File: src/rtl/cop_spi_master_if.sv
// Host-side request/response bundle for the coprocessor SPI master.
// The master modport is the requesting logic; the slave modport is the SPI engine.
interface cop_spi_master_if #(
    parameter int DEV_SELECT_WIDTH = 3,
    parameter int BYTE_WIDTH       = 8
);
    logic                        start;
    logic [DEV_SELECT_WIDTH-1:0] dev_select;
    logic [BYTE_WIDTH-1:0]       tx_data;
    logic                        hold;
    logic                        rls;
    logic                        busy;
    logic                        done;
    logic [BYTE_WIDTH-1:0]       rx_data;

    modport master (
        output start, dev_select, tx_data, hold, rls,
        input  busy, done, rx_data
    );

    modport slave (
        input  start, dev_select, tx_data, hold, rls,
        output busy, done, rx_data
    );
endinterface

File: src/rtl/cop_spi_master.sv
// Mode-0 SPI master for the coprocessor bus with an encoded device select.
// Define COP_SPI_MSB_FIRST_EN for MSB-first shifting; LSB-first otherwise.
module cop_spi_master #(
    parameter int DEV_SELECT_WIDTH = 3,
    parameter int BYTE_WIDTH       = 8,
    parameter int CLK_DIV          = 2,
    parameter logic [DEV_SELECT_WIDTH-1:0] IDLE_SELECT = '1
) (
    input  logic                        i_clk,
    input  logic                        i_reset,
    cop_spi_master_if.slave             io_bus,
    output logic [DEV_SELECT_WIDTH-1:0] o_cop_nss,
    output logic                        o_cop_sck,
    output logic                        o_cop_mosi,
    input  logic                        i_cop_miso
);
    localparam int DW = $clog2(CLK_DIV) + 1;
    localparam int CW = $clog2(BYTE_WIDTH) + 1;
    localparam logic [DW-1:0] DIV_LAST = DW'(CLK_DIV - 1);
    localparam logic [DW-1:0] DIV_ONE  = DW'(1);
    localparam logic [CW-1:0] BIT_LAST = CW'(BYTE_WIDTH);
    localparam logic [CW-1:0] BIT_ONE  = CW'(1);

    typedef logic [BYTE_WIDTH-1:0] byte_t;
    typedef enum logic [2:0] {S_IDLE, S_SETUP, S_SHIFT, S_HELD, S_GAP} state_t;

`ifdef COP_SPI_MSB_FIRST_EN
    function automatic byte_t f_tx_shift(input byte_t d);
        return {d[BYTE_WIDTH-2:0], 1'b0};
    endfunction
    function automatic logic f_head(input byte_t d);
        return d[BYTE_WIDTH-1];
    endfunction
    function automatic byte_t f_rx_shift(input byte_t d, input logic b);
        return {d[BYTE_WIDTH-2:0], b};
    endfunction
`else
    function automatic byte_t f_tx_shift(input byte_t d);
        return {1'b0, d[BYTE_WIDTH-1:1]};
    endfunction
    function automatic logic f_head(input byte_t d);
        return d[0];
    endfunction
    function automatic byte_t f_rx_shift(input byte_t d, input logic b);
        return {b, d[BYTE_WIDTH-1:1]};
    endfunction
`endif

    state_t                      r_state, w_state;
    logic [DW-1:0]               r_div, w_div;
    logic [CW-1:0]               r_bit, w_bit;
    logic                        r_sck, w_sck;
    logic                        r_mosi, w_mosi;
    logic [DEV_SELECT_WIDTH-1:0] r_nss, w_nss;
    logic                        r_done, w_done;
    logic                        r_hold, w_hold;
    byte_t                       r_tx, w_tx;
    byte_t                       r_rx_sh, w_rx_sh;
    byte_t                       r_rx, w_rx;
    logic                        w_div_end;

    assign w_div_end = (r_div == DIV_LAST);

    always_ff @(posedge i_clk or posedge i_reset) begin
        if (i_reset) begin
            r_state <= S_IDLE;
            r_div   <= '0;
            r_bit   <= '0;
            r_sck   <= 1'b0;
            r_mosi  <= 1'b0;
            r_nss   <= IDLE_SELECT;
            r_done  <= 1'b0;
            r_hold  <= 1'b0;
            r_tx    <= '0;
            r_rx_sh <= '0;
            r_rx    <= '0;
        end else begin
            r_state <= w_state;
            r_div   <= w_div;
            r_bit   <= w_bit;
            r_sck   <= w_sck;
            r_mosi  <= w_mosi;
            r_nss   <= w_nss;
            r_done  <= w_done;
            r_hold  <= w_hold;
            r_tx    <= w_tx;
            r_rx_sh <= w_rx_sh;
            r_rx    <= w_rx;
        end
    end

    always_comb begin
        w_state = r_state;
        w_div   = r_div;
        w_bit   = r_bit;
        w_sck   = r_sck;
        w_mosi  = r_mosi;
        w_nss   = r_nss;
        w_done  = 1'b0;
        w_hold  = r_hold;
        w_tx    = r_tx;
        w_rx_sh = r_rx_sh;
        w_rx    = r_rx;
        unique case (r_state)
            S_IDLE: begin
                if (io_bus.start) begin
                    w_state = S_SETUP;
                    w_div   = '0;
                    w_bit   = '0;
                    w_nss   = io_bus.dev_select;
                    w_tx    = io_bus.tx_data;
                    w_mosi  = f_head(io_bus.tx_data);
                    w_hold  = io_bus.hold;
                end
            end
            S_SETUP: begin
                if (w_div_end) begin
                    w_state = S_SHIFT;
                    w_div   = '0;
                    w_sck   = 1'b1;
                    w_rx_sh = f_rx_shift(r_rx_sh, i_cop_miso);
                end else begin
                    w_div = r_div + DIV_ONE;
                end
            end
            S_SHIFT: begin
                if (!w_div_end) begin
                    w_div = r_div + DIV_ONE;
                end else begin
                    w_div = '0;
                    if (r_sck) begin
                        w_sck  = 1'b0;
                        w_bit  = r_bit + BIT_ONE;
                        w_tx   = f_tx_shift(r_tx);
                        w_mosi = f_head(f_tx_shift(r_tx));
                    end else if (r_bit == BIT_LAST) begin
                        // Final low half-period is over: publish the byte.
                        w_done = 1'b1;
                        w_rx   = r_rx_sh;
                        if (r_hold) begin
                            w_state = S_HELD;
                        end else begin
                            w_state = S_GAP;
                            w_nss   = IDLE_SELECT;
                        end
                    end else begin
                        w_sck   = 1'b1;
                        w_rx_sh = f_rx_shift(r_rx_sh, i_cop_miso);
                    end
                end
            end
            S_HELD: begin
                // Release has priority; the held device code is reused.
                if (io_bus.rls) begin
                    w_state = S_GAP;
                    w_div   = '0;
                    w_nss   = IDLE_SELECT;
                end else if (io_bus.start) begin
                    w_state = S_SETUP;
                    w_div   = '0;
                    w_bit   = '0;
                    w_tx    = io_bus.tx_data;
                    w_mosi  = f_head(io_bus.tx_data);
                    w_hold  = io_bus.hold;
                end
            end
            S_GAP: begin
                if (w_div_end) begin
                    w_state = S_IDLE;
                end else begin
                    w_div = r_div + DIV_ONE;
                end
            end
            default: w_state = S_IDLE;
        endcase
    end

    assign io_bus.busy    = (r_state == S_SETUP) || (r_state == S_SHIFT) ||
                            (r_state == S_GAP);
    assign io_bus.done    = r_done;
    assign io_bus.rx_data = r_rx;
    assign o_cop_nss      = r_nss;
    assign o_cop_sck      = r_sck;
    assign o_cop_mosi     = r_mosi;
endmodule
File: src/flat_wrapper.sv
// flat-port wrapper written by rule: the top's interface ports become plain ports
module cop_spi_master_flat 
#(
    parameter int DEV_SELECT_WIDTH = 3,
    parameter int BYTE_WIDTH       = 8,
    parameter int CLK_DIV          = 2,
    parameter logic [DEV_SELECT_WIDTH-1:0] IDLE_SELECT = '1
)
  (i_clk, i_reset, o_cop_nss, o_cop_sck, o_cop_mosi, i_cop_miso, io_bus_start, io_bus_dev_select, io_bus_tx_data, io_bus_hold, io_bus_rls, io_bus_busy, io_bus_done, io_bus_rx_data);
  cop_spi_master_if #(.DEV_SELECT_WIDTH(DEV_SELECT_WIDTH), .BYTE_WIDTH(BYTE_WIDTH)) io_bus_i ();
  input  logic i_clk;
  input  logic i_reset;
  output logic [DEV_SELECT_WIDTH-1:0] o_cop_nss;
  output logic o_cop_sck;
  output logic o_cop_mosi;
  input  logic i_cop_miso;
  input wire logic [$bits(io_bus_i.start)-1:0] io_bus_start;
  input wire logic [$bits(io_bus_i.dev_select)-1:0] io_bus_dev_select;
  input wire logic [$bits(io_bus_i.tx_data)-1:0] io_bus_tx_data;
  input wire logic [$bits(io_bus_i.hold)-1:0] io_bus_hold;
  input wire logic [$bits(io_bus_i.rls)-1:0] io_bus_rls;
  output wire logic [$bits(io_bus_i.busy)-1:0] io_bus_busy;
  output wire logic [$bits(io_bus_i.done)-1:0] io_bus_done;
  output wire logic [$bits(io_bus_i.rx_data)-1:0] io_bus_rx_data;
  assign io_bus_i.start = io_bus_start;
  assign io_bus_i.dev_select = io_bus_dev_select;
  assign io_bus_i.tx_data = io_bus_tx_data;
  assign io_bus_i.hold = io_bus_hold;
  assign io_bus_i.rls = io_bus_rls;
  assign io_bus_busy = io_bus_i.busy;
  assign io_bus_done = io_bus_i.done;
  assign io_bus_rx_data = io_bus_i.rx_data;
  cop_spi_master #(.DEV_SELECT_WIDTH(DEV_SELECT_WIDTH), .BYTE_WIDTH(BYTE_WIDTH), .CLK_DIV(CLK_DIV), .IDLE_SELECT(IDLE_SELECT)) u_core (.i_clk(i_clk), .i_reset(i_reset), .io_bus(io_bus_i), .o_cop_nss(o_cop_nss), .o_cop_sck(o_cop_sck), .o_cop_mosi(o_cop_mosi), .i_cop_miso(i_cop_miso));
endmodule
File: config.mk
export PLATFORM = sky130hd
export DESIGN_NAME = cop_spi_master_flat
export DESIGN_NICKNAME = d
export VERILOG_FILES = /design/src/rtl/cop_spi_master_if.sv /design/src/rtl/cop_spi_master.sv /design/src/flat_wrapper.sv
export SDC_FILE = /design/constraint.sdc
export NUM_CORES = 1
export LEC_CHECK = 0
export BUFFER_PORTS_ARGS = -buffer_cell sky130_fd_sc_hd__buf_4
export CORE_AREA = 2 2 61 63
export DETAILED_ROUTE_END_ITERATION = 8
export DIE_AREA = 0 0 63 65
export GPL_TIMING_DRIVEN = 1
export HOLD_SLACK_MARGIN = 0.15
export PLACE_DENSITY = 0.8
export SYNTH_ARGS = -nofsm -noshare
export SYNTH_HDL_FRONTEND = slang
export SYNTH_SLANG_ARGS = --single-unit
File: constraint.sdc
create_clock -name i_clk -period 5.1 [get_ports i_clk]
set_input_delay 0.255 -clock i_clk [delete_from_list [all_inputs] [get_ports i_clk]]
set_output_delay 0.255 -clock i_clk [all_outputs]
set_load 0.01 [all_outputs]
==> impl_metrics.py, run 1 <==
metrics = {
    "status": {
        "outcome": "finished, final reports clean",
    },
    "synth": {
        "synth-simple-area-share_pct": 16.8,
        "synth.cell_area_sq_um": 1930,
        "syn-num-nets": 195,
        "ys_types": 41,
        "ys_seq_area_share_pct": 50.7,
        "ys_seq_elements": 39,
        "netlist_instances": 174,
        "ys_warn_count": 0,
        "synth-compound-area-share_pct": 16.7,
        "synth_top_family_by_area": "simple AND/OR/NAND/NOR gates",
        "synth-xor-area-share_pct": 0,
        "synth_fa_ha_area_share_pct": 2.59,
        "muxShareOfSynthArea_pct": 9.90,
        "syn_area_per_cell_sq_um": 11.1,
    },
    "sta": {
        "worst_slew_pin_slew_ns": 0.511,
        "worst_slew_margin_rel_pct": 65.9,
        "setup_viol": 0,
        "hold_violations": 0,
        "fmax_mhz": 463,
        "worst_slack_ns": 2.94,
        "fin_crit_ns": 2.16,
        "clock_skew_ns": 0.00700,
        "post-route-period-util_pct": 42.4,
        "grt_setup_unrepaired": "false",
        "slew_viol_final": 0,
        "finalSetupTns_ns": 0,
    },
    "pwr": {
        "power.leakage_nw": 1.04,
        "peakVddDrop_v": 0.000229,
        "total_power_mw": 1.10,
        "powerDensity_nw_per_um2": 473,
    },
    "global_routing": {
        "antenna_found_initial": 0,
        "gr-total-overflow": 0,
        "grt_use_total_pct": 21.5,
        "grt_max_degree": 40,
        "grt_pass1_vias": 1481,
        "grt_pass1_wl_um": 6700,
    },
    "clock_network": {
        "cts_buffers": 5,
        "htreeDepth": 2,
        "cts_tree": "yes",
        "path_clk_slew_ns": 0.12,
        "clockBufferDepth": 2,
        "cts_setup_buffers": 0,
        "cts_sinks": 39,
        "cts_root_buf": "clkbuf_4",
        "insertion_delay_ns": 0.34,
    },
    "drt": {
        "wire_per_inst_um": 14.5,
        "avgViaCountPerCell": 5.69,
        "firstDrtPassIters": 4,
        "num_vias": 1484,
        "ant_nets": 0,
        "route.detailed.drc": 0,
        "wl_um": 3790,
        "drtIter0Drc": 73,
    },
    "min_path": {
        "hp-start": "io_bus_tx_data[3]",
        "hold_depth": 2,
        "hold_end": "u_core.r_tx[3]$_DFFE_PP0P_",
        "hold_class": "input pin to flop",
    },
    "final_layout": {
        "drive_above_1_share_pct": 35.2,
        "final_common_cell": "dfrtp_1",
        "n_fill_cell": 290,
        "mostFrequentLayoutCells": "dfrtp_1 (36), buf_4 (32), mux2_2 (17)",
        "multi_input_area_sq_um": 890,
        "final_nets": 233,
        "syn_to_final_growth_pct": 20.4,
        "seq_area_sq_um": 980,
        "diodes": 0,
    },
    "critical_path": {
        "cpPeakStageDelay_ns": 0.59,
        "r2r_start": "u_core.r_state[2]$_DFFE_PP0P_",
        "worstPathArrival_ns": 2.40,
        "ff2ff_path_depth": 4,
        "worstPathCellList": "nor2_1, nand2_1, nor2_2, mux2_2",
        "rrSetupSlack_ns": 2.94,
        "crit_path_start_kind": "flop",
        "crit_slowest_cell": "dfrtp_1",
        "cp.required_ns": 5.34,
        "crit_path_end_kind": "flop",
        "worstReg2RegEnd": "u_core.io_bus.rx_data[7]$_DFFE_PP0P_",
        "path_max_fanout": 18,
        "crit_type": "flop to flop",
    },
    "placed_design": {
        "post-place-ws_ns": 2.94,
        "numPortBuffers": 31,
        "dp_hpwl_um": 2690,
        "routabilityCongestion": 0.810,
    },
    "floorplan": {
        "die_area_sq_um": 4100,
        "io_pins": 32,
        "rows": 22,
        "die_x_um": 63,
        "core_sq_um": 3500,
        "start_util_pct": 55.3,
        "die-height_um": 65,
    },
    "job": {
        "cap_violations": 0,
    },
}
layout make-up:
cell class / count / area share [%]
Sequential cell: 39 / 42.1
Multi-Input combinational cell: 119 / 38.2
Timing Repair Buffer: 39 / 13.3
Tap cell: 48 / 2.58
Clock buffer: 5 / 1.61
Inverter: 8 / 1.29
Clock inverter: 3 / 0.860
through the flow:
step | cells | hold WS, ns | cell area, sq um | util [%]
after CTS | 260 | 0.164 | 2320 | 66.3
after global placement | 246 | 0.391 | 2200 | 62.9
final | 261 | 0.175 | 2330 | 66.6
after global routing | 261 | 0.159 | 2330 | 66.6
after detailed placement | 246 | 0.400 | 2200 | 62.9
after floorplan | 174 | 0.383 | 1930 | -
where the power goes:
group,total (mW),internal (mW),switching (mW)
Clock,0.156,0.0526,0.103
Sequential,0.513,0.414,0.0989
Combinational,0.431,0.220,0.211
logic make-up after synthesis:
logic type / count (synthesis)
compound gates: 39
fa+ha+maj: 4
buf+inv: 16
flops: 39
mux: 17
simple gates: 59
worst max path at each step:
stage / start / to / slack, ns / cells past startpoint
floorplan: u_core.r_bit[0]$_DFFE_PP0P_ / u_core.r_rx_sh[7]$_DFFE_PP0P_ / 3.24 / 6
global placement: u_core.r_state[2]$_DFFE_PP0P_ / u_core.io_bus.rx_data[1]$_DFFE_PP0P_ / 3.02 / 4
detailed placement: u_core.r_state[2]$_DFFE_PP0P_ / u_core.io_bus.rx_data[7]$_DFFE_PP0P_ / 2.94 / 4
CTS: u_core.r_state[2]$_DFFE_PP0P_ / u_core.io_bus.rx_data[7]$_DFFE_PP0P_ / 2.94 / 4
global route: u_core.r_state[2]$_DFFE_PP0P_ / u_core.io_bus.rx_data[7]$_DFFE_PP0P_ / 2.70 / 4
finish: u_core.r_state[2]$_DFFE_PP0P_ / u_core.io_bus.rx_data[7]$_DFFE_PP0P_ / 2.94 / 4
cell usage after synthesis, drive strengths merged:
master,count,area share (%)
a21o,2,0.78
a21oi,2,1.1
a221o,1,0.52
a221oi,2,0.91
a22o,1,0.45
a22oi,2,0.78
a31oi,2,0.65
and2,2,0.65
and3,1,0.32
and3b,1,0.45
buf,3,0.78
clkbuf,5,0.97
dfrtp,36,47
dfstp,3,4.1
ha,4,2.6
inv,8,1.6
mux2,17,9.9
nand2,9,1.7
nand2b,4,1.3
nand3,6,1.6
nand3b,2,0.78
nand4,4,1.3
nor2,9,1.9
nor2b,5,1.6
nor3,4,1.0
nor3b,1,0.39
o21ai,10,2.8
o221a,7,4.1
o22a,2,0.91
o22ai,2,0.65
o2bb2ai,3,1.4
o311ai,1,0.45
o32ai,2,1.3
or2,3,0.97
or3,8,2.8
what timing repair did:
item / CTS / global route
gates resized for setup: 0 / 0
hold buffers: 6 / 1
hold endpoints to repair: 41 / 1
state kept, by name, indices dropped and copies added, names as in the netlist:
name and cells:
u_core.io_bus.rx_data 8, u_core.r_hold 1, u_core.r_rx_sh 8, u_core.r_div 2, u_core.r_state 3, u_core.o_cop_sck 1, u_core.r_bit 4, u_core.o_cop_nss 3
u_core.r_tx 8, u_core.io_bus.done 1
routing by layer:
| layer | vias up | wire length, um | GRT usage (%) |
|---|---|---|---|
| li1 | 720 | - | - |
| met1 | 714 | 1670 | 26.0 |
| met2 | 46 | 1870 | 36.4 |
| met3 | 4 | 177 | 5.21 |
| met4 | 0 | 66 | 9.72 |
| met5 | - | 0 | 0 |
critical path, delay by kind of cell, from the launching register on:
family           cells  cell delay (ns)
DFF                  1             0.59
muxes                1             0.39
and+or+nand+nor      3             1.08
Note: power is estimated with default switching activity, not from simulation.
==> run 2, diff against run 1 <==
--- a/config.mk
+++ b/config.mk
@@ -5,13 +5,14 @@
 export SDC_FILE = /design/constraint.sdc
 export NUM_CORES = 1
 export LEC_CHECK = 0
+export ABC_AREA = 1
 export BUFFER_PORTS_ARGS = -buffer_cell sky130_fd_sc_hd__buf_4
-export CORE_AREA = 2 2 61 63
+export CORE_AREA = 2 2 67 69
 export DETAILED_ROUTE_END_ITERATION = 8
-export DIE_AREA = 0 0 63 65
+export DIE_AREA = 0 0 69 71
 export GPL_TIMING_DRIVEN = 1
 export HOLD_SLACK_MARGIN = 0.15
-export PLACE_DENSITY = 0.8
+export PLACE_DENSITY = 0.74
 export SYNTH_ARGS = -nofsm -noshare
 export SYNTH_HDL_FRONTEND = slang
 export SYNTH_SLANG_ARGS = --single-unit
==> constraint.sdc (replaced) <==
create_clock -name i_clk -period 1.7 [get_ports i_clk]
set_input_delay 0.085 -clock i_clk [delete_from_list [all_inputs] [get_ports i_clk]]
set_output_delay 0.085 -clock i_clk [all_outputs]
set_load 0.01 [all_outputs]
==> run 2 against run 1 <==
Compared with the run above:
- via count rose by 22%
- sequential power rose to 2.9 times the previous value
- core utilization is 3.8 points lower
- cell count grew 44%
- clock power rose to 4.0 times the previous value
- synthesized cell count increased by 55%
- clock-buffer cell count rose by 1
- total power rose to 3.6 times the previous value
- critical path depth increased by 3
- cell area rose by 13%
- worst hold slack gained 0.029 ns
- register-to-register slack worse by 2.8 ns
- critical path type is now flop to primary output
- largest power group is now combinational logic
==> impl_metrics.py, run 2 <==
metrics = {
    "synth": {
        "synth_area_leaders": "dfrtp_1 (44%), nand2_1 (19%), nand3_1 (6.1%)",
        "synth_fa_ha_area_share_pct": 2.43,
        "muxShareOfSynthArea_pct": 0,
        "ys_types": 24,
        "synth_edf_count": 0,
        "synth.most_common_cell": "nand2_1",
        "netlist_top_cells_count": "nand2_1 (103), dfrtp_1 (36), inv_1 (25), nand3_1 (25), nor2_1 (22)",
        "netlist_instances": 270,
        "ys_seq_elements": 39,
        "ys_warn_count": 0,
        "synth.cell_area_sq_um": 2060,
        "ys_seq_area_share_pct": 47.5,
        "synth_top_family_by_area": "simple AND/OR/NAND/NOR gates",
        "synth-xor-area-share_pct": 0.425,
        "syn-num-nets": 291,
        "synth-compound-area-share_pct": 8.43,
        "ys.flop_type": "dfrtp_1",
        "yosys.area.top_type": "dfrtp_1",
        "syn_area_per_cell_sq_um": 7.64,
        "async_flop_share_pct": 100,
        "synth_largest_type_area_fraction_pct": 43.7,
        "synth-simple-area-share_pct": 33.4,
    },
    "min_path": {
        "hold_class": "input pin to flop",
        "hp-start": "io_bus_rls",
    },
    "sta": {
        "finalSetupTns_ns": 0,
        "worst_slack_ns": 0.0844,
        "clock_skew_ns": 0.00970,
        "worst_slew_margin_rel_pct": 67.3,
        "slew_viol_final": 0,
        "setup_viol": 0,
        "fin_crit_ns": 1.62,
        "fmax_mhz": 619,
        "grt_setup_unrepaired": "false",
        "whs_ns": 0.204,
        "post-route-period-util_pct": 95.0,
        "worst_slew_pin_slew_ns": 0.490,
        "hold_violations": 0,
    },
    "final_layout": {
        "final_nets": 344,
        "postLayoutCoreUtil_pct": 62.8,
        "final_design_area_no_fill_sq_um": 2640,
        "diodes": 0,
        "n_fill_cell": 379,
        "multi_input_area_sq_um": 958,
        "final_common_cell": "nand2_1",
        "syn_to_final_growth_pct": 28.0,
        "seq_area_sq_um": 981,
        "drive_above_1_share_pct": 22.6,
        "layoutNonFillerInstCount": 375,
        "mostFrequentLayoutCells": "nand2_1 (102), buf_4 (39), dfrtp_1 (35)",
    },
    "job": {
        "cap_violations": 0,
    },
    "floorplan": {
        "core_sq_um": 4200,
        "io_pins": 32,
        "die-height_um": 71,
        "start_util_pct": 49.0,
        "die_area_sq_um": 4900,
        "die_x_um": 69,
        "rows": 24,
    },
    "critical_path": {
        "path_max_fanout": 8,
        "cp_top_family": "flip-flops",
        "worstPathArrival_ns": 1.53,
        "crit_type": "flop to primary output",
        "r2r_start": "u_core.r_div[0]$_DFFE_PP0P_",
        "crit_buf_inv": 4,
        "crit_path_end_kind": "primary output",
        "crit_path_start_kind": "flop",
        "cp-startpoint": "u_core.r_state[1]$_DFFE_PP0P_",
        "cpPeakStageDelay_ns": 0.52,
        "crit_slowest_cell": "dfrtp_1",
        "cp.required_ns": 1.62,
        "worstPathCellList": "inv_1, nand3_1, buf_4, nand2_1, inv_1, nand2_1, buf_4",
    },
    "global_routing": {
        "grt_pass1_wl_um": 7260,
        "grt_max_degree": 40,
        "grt_use_total_pct": 18.4,
        "globalRouteMet1Util_pct": 21.1,
        "grt_pass1_vias": 1750,
        "gr-total-overflow": 0,
        "use_met3_pct": 5.70,
        "gr-max-usage-layer": "met2",
        "grt_util_met2_pct": 32.5,
        "antenna_found_initial": 0,
    },
    "pwr": {
        "power.leakage_nw": 1.42,
        "peakVddDrop_v": 0.000788,
        "powerDensity_nw_per_um2": 1490,
        "total_power_mw": 3.93,
    },
    "clock_network": {
        "clockBufferDepth": 2,
        "cts_tree": "yes",
        "cts_setup_buffers": 0,
        "cts_root_buf": "clkbuf_8",
        "insertion_delay_ns": 0.29,
        "htreeDepth": 2,
        "cts_sinks": 39,
        "cts_buffers": 5,
        "path_clk_slew_ns": 0.07,
    },
    "placed_design": {
        "post-place-ws_ns": 0.0631,
        "routabilityCongestion": 0.817,
        "dp_hpwl_um": 3020,
        "numPortBuffers": 31,
        "dp_cells": 353,
        "dpl_cell_area_sq_um": 2360,
    },
    "drt": {
        "drtIter0Drc": 135,
        "num_vias": 1808,
        "wl_um": 4180,
        "route.detailed.drc": 0,
        "wire_per_inst_um": 11.1,
        "ant_nets": 0,
        "firstDrtPassIters": 4,
        "avgViaCountPerCell": 4.82,
    },
    "status": {
        "outcome": "finished, final reports clean",
    },
}
run 2: cell types whose count changed after synthesis, sizes merged, moves of 7 or more:
cell,change
o221a,-7
mux2,-17
nand2,+96
nand3,+21
inv,+19
nor2,+15
or3,-8
o21ai,+14
run 2: tightest hold or removal path, stage by stage:
cell	delay, ns
buf_4	0.10
nand2_1	0.06
o21ai_0	0.07
nand3_1	0.09
nand2_1	0.06
run 2: kinds of logic after synthesis:
| group | after synthesis |
|---|---|
| xor+xnor | 1 |
| simple gates | 163 |
| flops | 39 |
| compound gates | 28 |
| buf+inv | 35 |
| fa+ha+maj | 4 |
run 2: area by class of cell:
class / instances / share of cell area [%]
Clock buffer: 6 / 3.13
Clock inverter: 1 / 0.190
Inverter: 27 / 3.94
Multi-Input combinational cell: 196 / 36.3
Sequential cell: 39 / 37.2
Tap cell: 52 / 2.47
Timing Repair Buffer: 54 / 16.8
run 2: repair_timing:
item	CTS	global route
hold buffers	15	0
gates resized for setup	0	9
hold endpoints to repair	50	0
endpoints found under the setup margin	0	30
run 2: power breakdown:
part | internal, mW | switching (mW) | leakage [nW] | total (mW)
logic | 0.717 | 1.09 | 0.869 | 1.80
clock network | 0.318 | 0.302 | 0.0470 | 0.619
registers | 1.27 | 0.241 | 0.508 | 1.51
total | 2.30 | 1.63 | 1.42 | 3.93
run 2: final timing paths:
check	slack, ns	cells past startpoint	end
hold reg to reg	0.47	2	u_core.o_cop_nss[0]$_DFFE_PP1P_
min in group asynchronous	0.48	4	u_core.r_bit[1]$_DFFE_PP0P_
setup reg to reg	0.15	8	u_core.o_cop_nss[2]$_DFFE_PP1P_
setup / recovery	0.08	7	io_bus_busy
max in group asynchronous	0.86	4	u_core.o_cop_nss[1]$_DFFE_PP1P_
hold / removal	0.20	5	u_core.r_state[2]$_DFFE_PP0P_
run 2: per-layer routing:
layer  up-vias  part of all wire, %
met5         -                    0
met2        43                   47
met3         9                  5.1
met1       798                   46
li1        958                    -
met4         0                  1.5
